[src/rtl/addr_map_pkg.sv]
// Shared address-map constants and the translation result bundle.
// Default map: 1 MiB ROM at 0x0, 8 MiB RAM at 0x0020_0000.
package addr_map_pkg;

    localparam logic [31:0] ROM_BASE_DEF = 32'h0000_0000;
    localparam logic [31:0] ROM_SIZE_DEF = 32'h0010_0000;
    localparam logic [31:0] RAM_BASE_DEF = 32'h0020_0000;
    localparam logic [31:0] RAM_SIZE_DEF = 32'h0080_0000;

    typedef struct packed {
        logic [31:0] offset;
        logic        is_rom;
        logic        is_ram;
        logic        fault;
    } trans_t;

endpackage

[src/rtl/addr_region_match.sv]
// Region hit/offset for one [base, base+size) window.
// No end address is formed, so the upper bound cannot wrap.
module addr_region_match (
    input  logic [31:0] addr,
    input  logic [31:0] base,
    input  logic [31:0] size,
    output logic        hit,
    output logic [31:0] offset
);

    logic [32:0] diff;

    // Bit 32 is the borrow: set when addr is below base.
    assign diff   = {1'b0, addr} - {1'b0, base};
    assign hit    = !diff[32] && ({1'b0, diff[31:0]} < {1'b0, size});
    assign offset = diff[31:0];

endmodule

[src/rtl/addr_trans.sv]
// One-cycle ROM/RAM address translator with fault flag.
// ROM wins if the two windows overlap.
module addr_trans
    import addr_map_pkg::*;
#(
    parameter logic [31:0] ROM_BASE = ROM_BASE_DEF,
    parameter logic [31:0] ROM_SIZE = ROM_SIZE_DEF,
    parameter logic [31:0] RAM_BASE = RAM_BASE_DEF,
    parameter logic [31:0] RAM_SIZE = RAM_SIZE_DEF
) (
    input  logic        clk,
    input  logic        rst,
    input  logic        in_valid,
    input  logic [31:0] addr,
    output logic        out_valid,
    output logic [31:0] addr_translated,
    output logic        is_rom,
    output logic        is_ram,
    output logic        fault
);

    logic        rom_hit;
    logic        ram_hit;
    logic [31:0] rom_off;
    logic [31:0] ram_off;
    trans_t      res_d;
    trans_t      res_q;
    logic        valid_q;

    addr_region_match u_rom (
        .addr   (addr),
        .base   (ROM_BASE),
        .size   (ROM_SIZE),
        .hit    (rom_hit),
        .offset (rom_off)
    );

    addr_region_match u_ram (
        .addr   (addr),
        .base   (RAM_BASE),
        .size   (RAM_SIZE),
        .hit    (ram_hit),
        .offset (ram_off)
    );

    always_comb begin
        res_d = '{offset: '0, is_rom: 1'b0, is_ram: 1'b0, fault: 1'b1};
        if (rom_hit) begin
            res_d = '{offset: rom_off, is_rom: 1'b1,
                      is_ram: 1'b0, fault: 1'b0};
        end else if (ram_hit) begin
            res_d = '{offset: ram_off, is_rom: 1'b0,
                      is_ram: 1'b1, fault: 1'b0};
        end
    end

    // Result only loads on a valid input; idle cycles hold it.
    always_ff @(posedge clk or posedge rst) begin
        if (rst) begin
            valid_q <= 1'b0;
            res_q   <= '0;
        end else begin
            valid_q <= in_valid;
            if (in_valid) begin
                res_q <= res_d;
            end
        end
    end

    assign out_valid       = valid_q;
    assign addr_translated = res_q.offset;
    assign is_rom          = res_q.is_rom;
    assign is_ram          = res_q.is_ram;
    assign fault           = res_q.fault;

endmodule

[config.mk]
export PLATFORM = sky130hd
export DESIGN_NAME = addr_trans
export DESIGN_NICKNAME = d
export VERILOG_FILES = /design/src/rtl/addr_map_pkg.sv /design/src/rtl/addr_region_match.sv /design/src/rtl/addr_trans.sv
export SDC_FILE = /design/constraint.sdc
export NUM_CORES = 1
export LEC_CHECK = 0
export CAP_MARGIN = 15
export CORE_MARGIN = 8
export CORE_UTILIZATION = 29
export CTS_CLUSTER_SIZE = 8
export DETAILED_ROUTE_END_ITERATION = 8
export GPL_ROUTABILITY_DRIVEN = 0
export PLACE_DENSITY = 0.61
export SLEW_MARGIN = 20
export SYNTH_ARGS = -nofsm -noshare
export SYNTH_HDL_FRONTEND = slang
export SYNTH_SLANG_ARGS = --single-unit
[constraint.sdc]
create_clock -name clk -period 1.4 [get_ports clk]
set_input_delay 0.21 -clock clk [delete_from_list [all_inputs] [get_ports clk]]
set_output_delay 0.21 -clock clk [all_outputs]
set_load 0.02 [all_outputs]
# --- Word-level counts from Yosys, hierarchy flattened ---
# Cells that the tools add are included.
op_classes:
  mul: 0
  muxes: 2
  shifts: 0
  bitwise_logic: 0
  n_eq_ne: 0
  addsub: 1
  reduce_logical: 2
  n_div: 0
  n_lt_le_gt_ge: 2
ops:
  columns: ["operator", "n"]
  rows:
  - ["two-way mux 35 bit", 2]
  - ["subtractor 32 x 22 -> 33 bit, second input constant", 1]
  - ["< comparator 32 x 21 -> 1 bit, second input constant", 1]
  - ["< comparator 32 x 24 -> 1 bit, second input constant", 1]
  - ["logical AND 1 bit", 1]
  - ["zero test 1 bit", 1]
word_totals:
  mem_bits_ro: 0
  ff_bits: 36
  n_memories: 0
  latch_bits: 0
  ram_bits: 0

# --- Logic depth before layout (Yosys ltp) ---
# Gate-level depths: netlist of run 1.
depth:
  ltp_word: 5
  depth_mapped: 7
  mapped_depth_nobuf: 6

# --- Cells and area by module ---
# Synthesis of run 1 repeated with hierarchy kept, for this count alone.
hier_totals:
  hier_cells: 1057
  hier_area_um2: 7638.6
modules_own_cells:
  columns: ["module", "cells_per_inst", "n_inst", "area_per_inst_um2", "seq_area_each_um2"]
  rows:
  - ["addr_region_match (u_rom)", 449, 1, 2964.1, 0.0]
  - ["addr_region_match (u_ram)", 416, 1, 2880.3, 0.0]
  - ["addr_trans", 192, 1, 1794.2, 900.9]

# --- Least setup slack after synthesis of run 1 ---
# OpenSTA, ideal clock, no wires.
synth_timing:
  path_kind: "input-to-reg"
  from: "input port addr[21]"
  to: "register res_q (netlist bit addr_translated[0])"
  required_time_ns: 1.263
  setup_time_ns: 0.137
  path_buffers: 1
  t_arrival_ns: 1.172
  path_stages: 7
  slack_ns: 0.091
  path_cell_list: "inv_1 -> ha_1 -> or2_1 -> o21ai_2 -> a221oi_4 -> buf_6 -> o22ai_1"
synth_via:
  elab_chain_len: 5
  elab_cells_between_ends: 7
  cone_classes: "add/sub (1); order compare (2); mux (2); reduce/logical (2)"
synth_rtl:
  columns: ["element", "line_no", "text"]
  rows:
  - ["from (decl)", "addr_trans.sv:14", "input logic [31:0] addr,"]
  - ["subtractor 32 x 22 -> 33 bit", "addr_region_match.sv:14", "assign diff = {1'b0, addr} - {1'b0, base};"]
  - ["< comparator 32 x 24 -> 1 bit / zero test 1 bit (equally long branches)", "addr_region_match.sv:15", "assign hit = !diff[32] && ({1'b0, diff[31:0]} < {1'b0, size});"]
  - ["logical AND 1 bit", "addr_region_match.sv:15", null]
  - ["two-way mux 35 bit", "addr_trans.sv:51", "end else if (ram_hit) begin"]
  - ["two-way mux 35 bit (*)", "addr_trans.sv:48", "if (rom_hit) begin"]
  - ["to (signal assigned)", "addr_trans.sv:65", "res_q <= res_d;"]
  - ["to (decl)", "addr_trans.sv:27", "trans_t res_q;"]
# Mark *: on every way between the ends. The rest lies on a longest branch, timed or not.
# A chain may end at the register's enable or synchronous reset.

# --- Worst setup path in the final report of run 1 ---
layout_timing:
  from: "input port addr[22]"
  to: "register res_q (netlist bit addr_translated[21])"
# Same word-level chain as after synthesis.

==> impl_metrics.toml, run 1 <==
[status]
status = "finished clean"

[setup_path]
startpoint_type = "primary input"
critical_path_arrival_ns = 1.52
rrSetupSlack_ns = 0.73
timing.rr.end = "fault$_DFFE_PP0P_"
cp-startpoint = "addr[22]"
timing.rr.start = "fault$_DFFE_PP0P_"
crit_end = "addr_translated[21]$_DFFE_PP0P_"
end_kind = "flip-flop"
cp.required_ns = 1.57
path_class = "in -> reg"
worstRegToRegCells = 1
timing.critical_path.fanout_max = 4

[sta]
whs_ns = 0.284
maxSlewViolCount = 0
fmax_mhz = 742
fin_crit_ns = 1.35
hold_violations = 0
rsz0062_at_grt = "yes"
skew_ns = 0
post-route-period-util_pct = 96.2
setup_ws_ns = 0.0532
slew_headroom_pct = 78.7
tightest_slew_ns = 0.320
setup_viol = 0

[yosys]
ys_ff_latch = 36
synth_area_leader_cell = "dfrtp_1"
synth-seq-area-share_pct = 58.7
syn-cell-area_sq_um = 1530
synth.most_common_cell = "dfrtp_1"
syn_area_per_cell_sq_um = 10.5
synthFlopType = "dfrtp_1"
synthArstFlopShare_pct = 100
synthTopCellsByCount = "dfrtp_1 (36), inv_1 (27), nand2_1 (22)"
syn_inst = 146
yosysWarnings = 0
synth_nets = 182
ys_types = 26
synth_top_area_share_pct = 58.7
synth_edf_count = 0
synth.area.top_cells = "dfrtp_1 (59%), inv_1 (6.6%), o22ai_1 (6.5%)"

[clocking]
cts_tree = "built"
hold_buffers = 0
clk_path_buf_depth = 2
insertion_delay_ns = 0.28
numCtsBuffers = 5
htreeDepth = 2
clock-sinks = 36
cts.clk_slew.worst_paths_ns = 0.07
cts_root_buf = "clkbuf_8"

[job]
max_cap_violations = 0

[drt]
via_per_inst = 4.45
drt-pass1-iter-count = 4
vias = 1363
drc = 0
ant_nets = 0
wl_per_cell_um = 14.7
drt-initial-drc-count = 58
routed_wl_um = 4510

[finish]
area_growth_pct = 71.9
antennaDiodeCount = 0
utilization_pct = 51.6
drive_above_1_share_pct = 23.7
fill_cells = 502
fin_cells = 306
nNetsFinal = 271

[floorplanning]
initial_utilization_pct = 30.0
die_w_um = 88.7
rows = 26
coreArea_sq_um = 5110
dieArea_sq_um = 7870
dieHeight_um = 88.7
pin_count = 71

[grt]
grt_usage_pct = 11.9
grt_antenna_before_repair = 0
grt_max_degree = 37
gr-total-overflow = 0
grt_pass1_wl_um = 7360
use_met2_pct = 18.7
use_met1_pct = 14.9
use_met3_pct = 4.74
top_usage_layer = "met2"
grt_pass1_vias = 1471

[place]
dp_slack_ns = -0.579
placed_cells = 295
io_buffers = 70
hpwl_um = 3260

[power_and_ir_drop]
ir_drop_mv = 0.452
power.leakage_uw = 0.00125
power_density_nw_per_um2 = 782

[worst_hold_path]
hold_class = "in -> async"
-- power by group --
| group | switching (uW) | internal, uW |
|---|---|---|
| combinational | 124 | 154 |
| clock | 338 | 401 |
| sequential | 0.771 | 1040 |
-- area by class of cell --
type / instances / area [sq um] / area share, %
clock buffers: 8 / 90.1 / 3.42
inverters: 27 / 101 / 3.84
well taps: 70 / 87.6 / 3.32
multi-input cells: 75 / 602 / 22.8
flip-flops and latches: 36 / 901 / 34.2
repair buffers: 90 / 855 / 32.4
-- sequential cells by signal, indices dropped and copies added, names as in the netlist --
register         flops
is_rom               1
addr_translated     32
is_ram               1
out_valid            1
fault                1
-- routing by layer --
metal	share of wire (%)	vias to the layer above
li1	-	653
met1	46	659
met2	46	49
met3	8.5	2
met4	0.18	0
met5	0	-
-- critical path, stage by stage --
cell	delay [ns]
clkdlybuf4s15_1	0.20
inv_2	0.06
ha_4	0.16
or2_4	0.25
o21ai_4	0.16
buf_4	0.13
a22oi_2	0.11
o41ai_1	0.24
-- timing repair --
item | CTS | global route
hold endpoints to repair | 0 | 0
endpoints found under the setup margin | 61 | 25
setup buffers | 2 | 0
resized for setup | 52 | 27
gates cloned | 1 | 0
pin swaps | 4 | 7
-- worst min-delay path by stage --
stage | to | cells past startpoint | slack [ns] | start
after floorplan | out_valid$_DFF_PP0_ | 0 | 0.24 | in_valid
after global placement | addr_translated[29]$_DFFE_PP0P_ | 1 | 0.48 | addr_translated[29]$_DFFE_PP0P_
after detailed placement | addr_translated[29]$_DFFE_PP0P_ | 1 | 0.48 | addr_translated[29]$_DFFE_PP0P_
after CTS | addr_translated[6]$_DFFE_PP0P_ | 3 | 0.29 | rst
after global routing | addr_translated[21]$_DFFE_PP0P_ | 3 | 0.29 | addr[21]
final | addr_translated[3]$_DFFE_PP0P_ | 3 | 0.28 | rst
-- layout by cell type (no fill, tap or decap), types with 2 or more instances in the layout --
cell type	instances
and3_4	2
buf_12	2
buf_4	13
buf_6	4
clkbuf_1	2
clkbuf_8	6
clkdlybuf4s50_1	28
dfrtp_1	36
dlygate4sd2_1	37
dlymetal6s2s_1	3
inv_1	25
inv_2	2
nand2_1	21
nand2b_1	2
nor2_1	2
nor2_2	2
nor2b_1	9
o22ai_1	9
o22ai_2	12
-- cells by family (layout without fill, tap and decap cells) --
group,count (synthesis),in the layout,synth area share [%]
AND/OR/NAND/NOR,45,45,14.4
buffers and inverters,35,125,9.71
adder cells (fa/ha/maj),1,1,0.816
flip-flops,36,36,58.7
AO/OA/AOI/OAI,29,29,16.3
-- per-stage QoR --
stage	total power [uW]	setup TNS (ns)	area, sq um
after global routing	2160	-0.00517	2640
after floorplan	1150	0	1530
after detailed placement	1300	-13.20	2410
after global placement	1300	-12.50	2410
final	2060	0	2640
after CTS	2070	-0.0238	2530
Power figures use the tool's default switching activity.
==> inputs of run 2 (changes only) <==
--- a/config.mk
+++ b/config.mk
@@ -5,8 +5,8 @@
 export SDC_FILE = /design/constraint.sdc
 export NUM_CORES = 1
 export LEC_CHECK = 0
-export CAP_MARGIN = 15
-export CORE_MARGIN = 8
+export CAP_MARGIN = 40
+export CORE_MARGIN = 2
 export CORE_UTILIZATION = 29
 export CTS_CLUSTER_SIZE = 8
 export DETAILED_ROUTE_END_ITERATION = 8
==> run 2 against run 1 <==
Net effect:
- count of clock-buffer cells in the layout fell by 2
- cell count did not move
- worst hold slack got worse by 0.054 ns
- design area rose by 4.6%
- combinational power rose by 10%
- first-iteration DRC count fell by 40%
- non-clock buffer count rose by 1
- fmax rose by 0.30%
- sequential power barely moved
- global-route usage rose by 2.6 points
- setup slack improved by 0.0041 ns
- highest routed layer unchanged
==> impl_metrics.toml, run 2 (synthesized netlist as in run 1, its figures left out) <==
[power_and_ir_drop]
power.leakage_uw = 0.00128
power_frac_seq_pct = 51.3
swShare_pct = 23.6
finalPower_uw = 2030
ir_drop_mv = 0.389
clkPwrFrac_pct = 33.6
power_switching_uw = 479
intPower_uw = 1550
pwr-share-comb_pct = 15.1
power_density_nw_per_um2 = 737

[drt]
ant_nets = 0
drc = 0
drt-initial-drc-count = 35
routed_wl_um = 4170
via_per_inst = 4.38
drt-pass1-iter-count = 2
vias = 1339
wl_per_cell_um = 13.6

[setup_path]
end_kind = "flip-flop"
cp.required_ns = 1.60
critical_path_arrival_ns = 1.54
path_class = "in -> reg"
timing.critical_path.fanout_max = 7
worstRegToRegCells = 1
startpoint_type = "primary input"

[sta]
tightest_slew_ns = 0.404
fmax_mhz = 745
setup_viol = 0
maxSlewViolCount = 0
skew_ns = 0
whs_ns = 0.230
fin_crit_ns = 1.34
hold_violations = 0
slew_headroom_pct = 72.9
post-route-period-util_pct = 95.9

[job]
max_cap_violations = 0

[grt]
grt_max_degree = 37
grt_pass1_wl_um = 6640
grt_antenna_before_repair = 0
grt_pass1_vias = 1355
gr-total-overflow = 0
grt_usage_pct = 14.5

[worst_hold_path]
hold_class = "in -> reg"
hold_path_depth = 3

[finish]
layout_common_cells = "dlygate4sd2_1 (39), dfrtp_1 (36), clkdlybuf4s50_1 (26), inv_1 (25), nand2_1 (20)"
nNetsFinal = 272
largest_reg_flops = 32
utilization_pct = 54.0
drive_above_1_share_pct = 26.3
antennaDiodeCount = 0
layout_commonest_cell = "dlygate4sd2_1"
area_growth_pct = 79.7

[floorplanning]
rows = 26
initial_utilization_pct = 30.0
pin_count = 71
dieArea_sq_um = 5890
coreArea_sq_um = 5110
die_w_um = 76.7
dieHeight_um = 76.7

[clocking]
cts_tree = "built"
insertion_delay_ns = 0.28
cts_root_buf = "clkbuf_8"
clk_path_buf_depth = 2
clock-sinks = 36
htreeDepth = 2
cts.clk_slew.worst_paths_ns = 0.07
numCtsBuffers = 5

[status]
status = "finished clean"

[place]
hpwl_um = 2750
io_buffers = 70
## run 2: changes by cell type in the layout (fill, tap and decap cells not counted), sizes merged
cell,previous run,this run
buf,20,22
clkbuf,9,7
clkdlybuf4s50,28,26
dlygate4sd2,37,39
clkinv,0,1
dlymetal6s2s,3,2
## run 2: through the flow
stage | area [sq um] | TNS, ns | worst slack [ns] | cells
after floorplan | 1530 | 0 | 0.0909 | 146
after global placement | 2400 | -12.09 | -0.493 | 292
after detailed placement | 2400 | -13.09 | -0.558 | 292
after CTS | 2620 | 0 | 0.0143 | 305
after global routing | 2760 | -0.00198 | -0.00198 | 306
final | 2760 | 0 | 0.0572 | 306
## run 2: what timing repair did
| item | 4_1_cts | 5_1_grt |
|---|---|---|
| buffers inserted | 5 | 1 |
| gates resized for setup | 72 | 22 |
| setup endpoints to repair | 61 | 24 |
| pin swaps | 13 | 8 |
| hold buffers | 0 | 0 |
| cloned | 1 | 1 |
## run 2: power by group through the flow
stage	registers, uW	logic (uW)	clock network (uW)
after global placement	1060	241	0
final	1040	307	682
after global routing	1040	328	757
after detailed placement	1060	240	0
after floorplan	1070	82.9	0
after CTS	1040	291	705
## run 2: critical path, stage by stage
cell and delay, ns:
clkdlybuf4s50_1 0.45, nor4_4 0.25, and3_4 0.28, buf_6 0.14
nand3b_1 0.07, o22ai_1 0.13
## run 2: path summary, 6_finish.rpt
path	slack, ns	startpoint	to
worst max-delay path	0.06	addr[29]	addr_translated[20]$_DFFE_PP0P_
worst min-delay path	0.23	addr[21]	addr_translated[21]$_DFFE_PP0P_
worst max register to register	0.71	fault$_DFFE_PP0P_	fault$_DFFE_PP0P_
worst min register to register	0.49	addr_translated[21]$_DFFE_PP0P_	addr_translated[21]$_DFFE_PP0P_
max in group asynchronous	0.94	rst	addr_translated[22]$_DFFE_PP0P_
min in group asynchronous	0.27	rst	addr_translated[10]$_DFFE_PP0P_
## run 2: final cells by class
cell class                      count  area (sq um)
Clock buffer                        6          72.6
Clock inverter                      1          5.00
Fill cell                         471          2350
Inverter                           27           104
Multi-Input combinational cell     75           654
Sequential cell                    36           901
Tap cell                           70          87.6
Timing Repair Buffer               91           932
## run 2: per-layer routing
metal	vias up	routed length [um]	GRT usage (%)
met3	7	244	3.65
met2	49	1940	22.8
met4	0	40	4.91
met1	624	1950	19.4
li1	659	-	-
met5	-	0	0
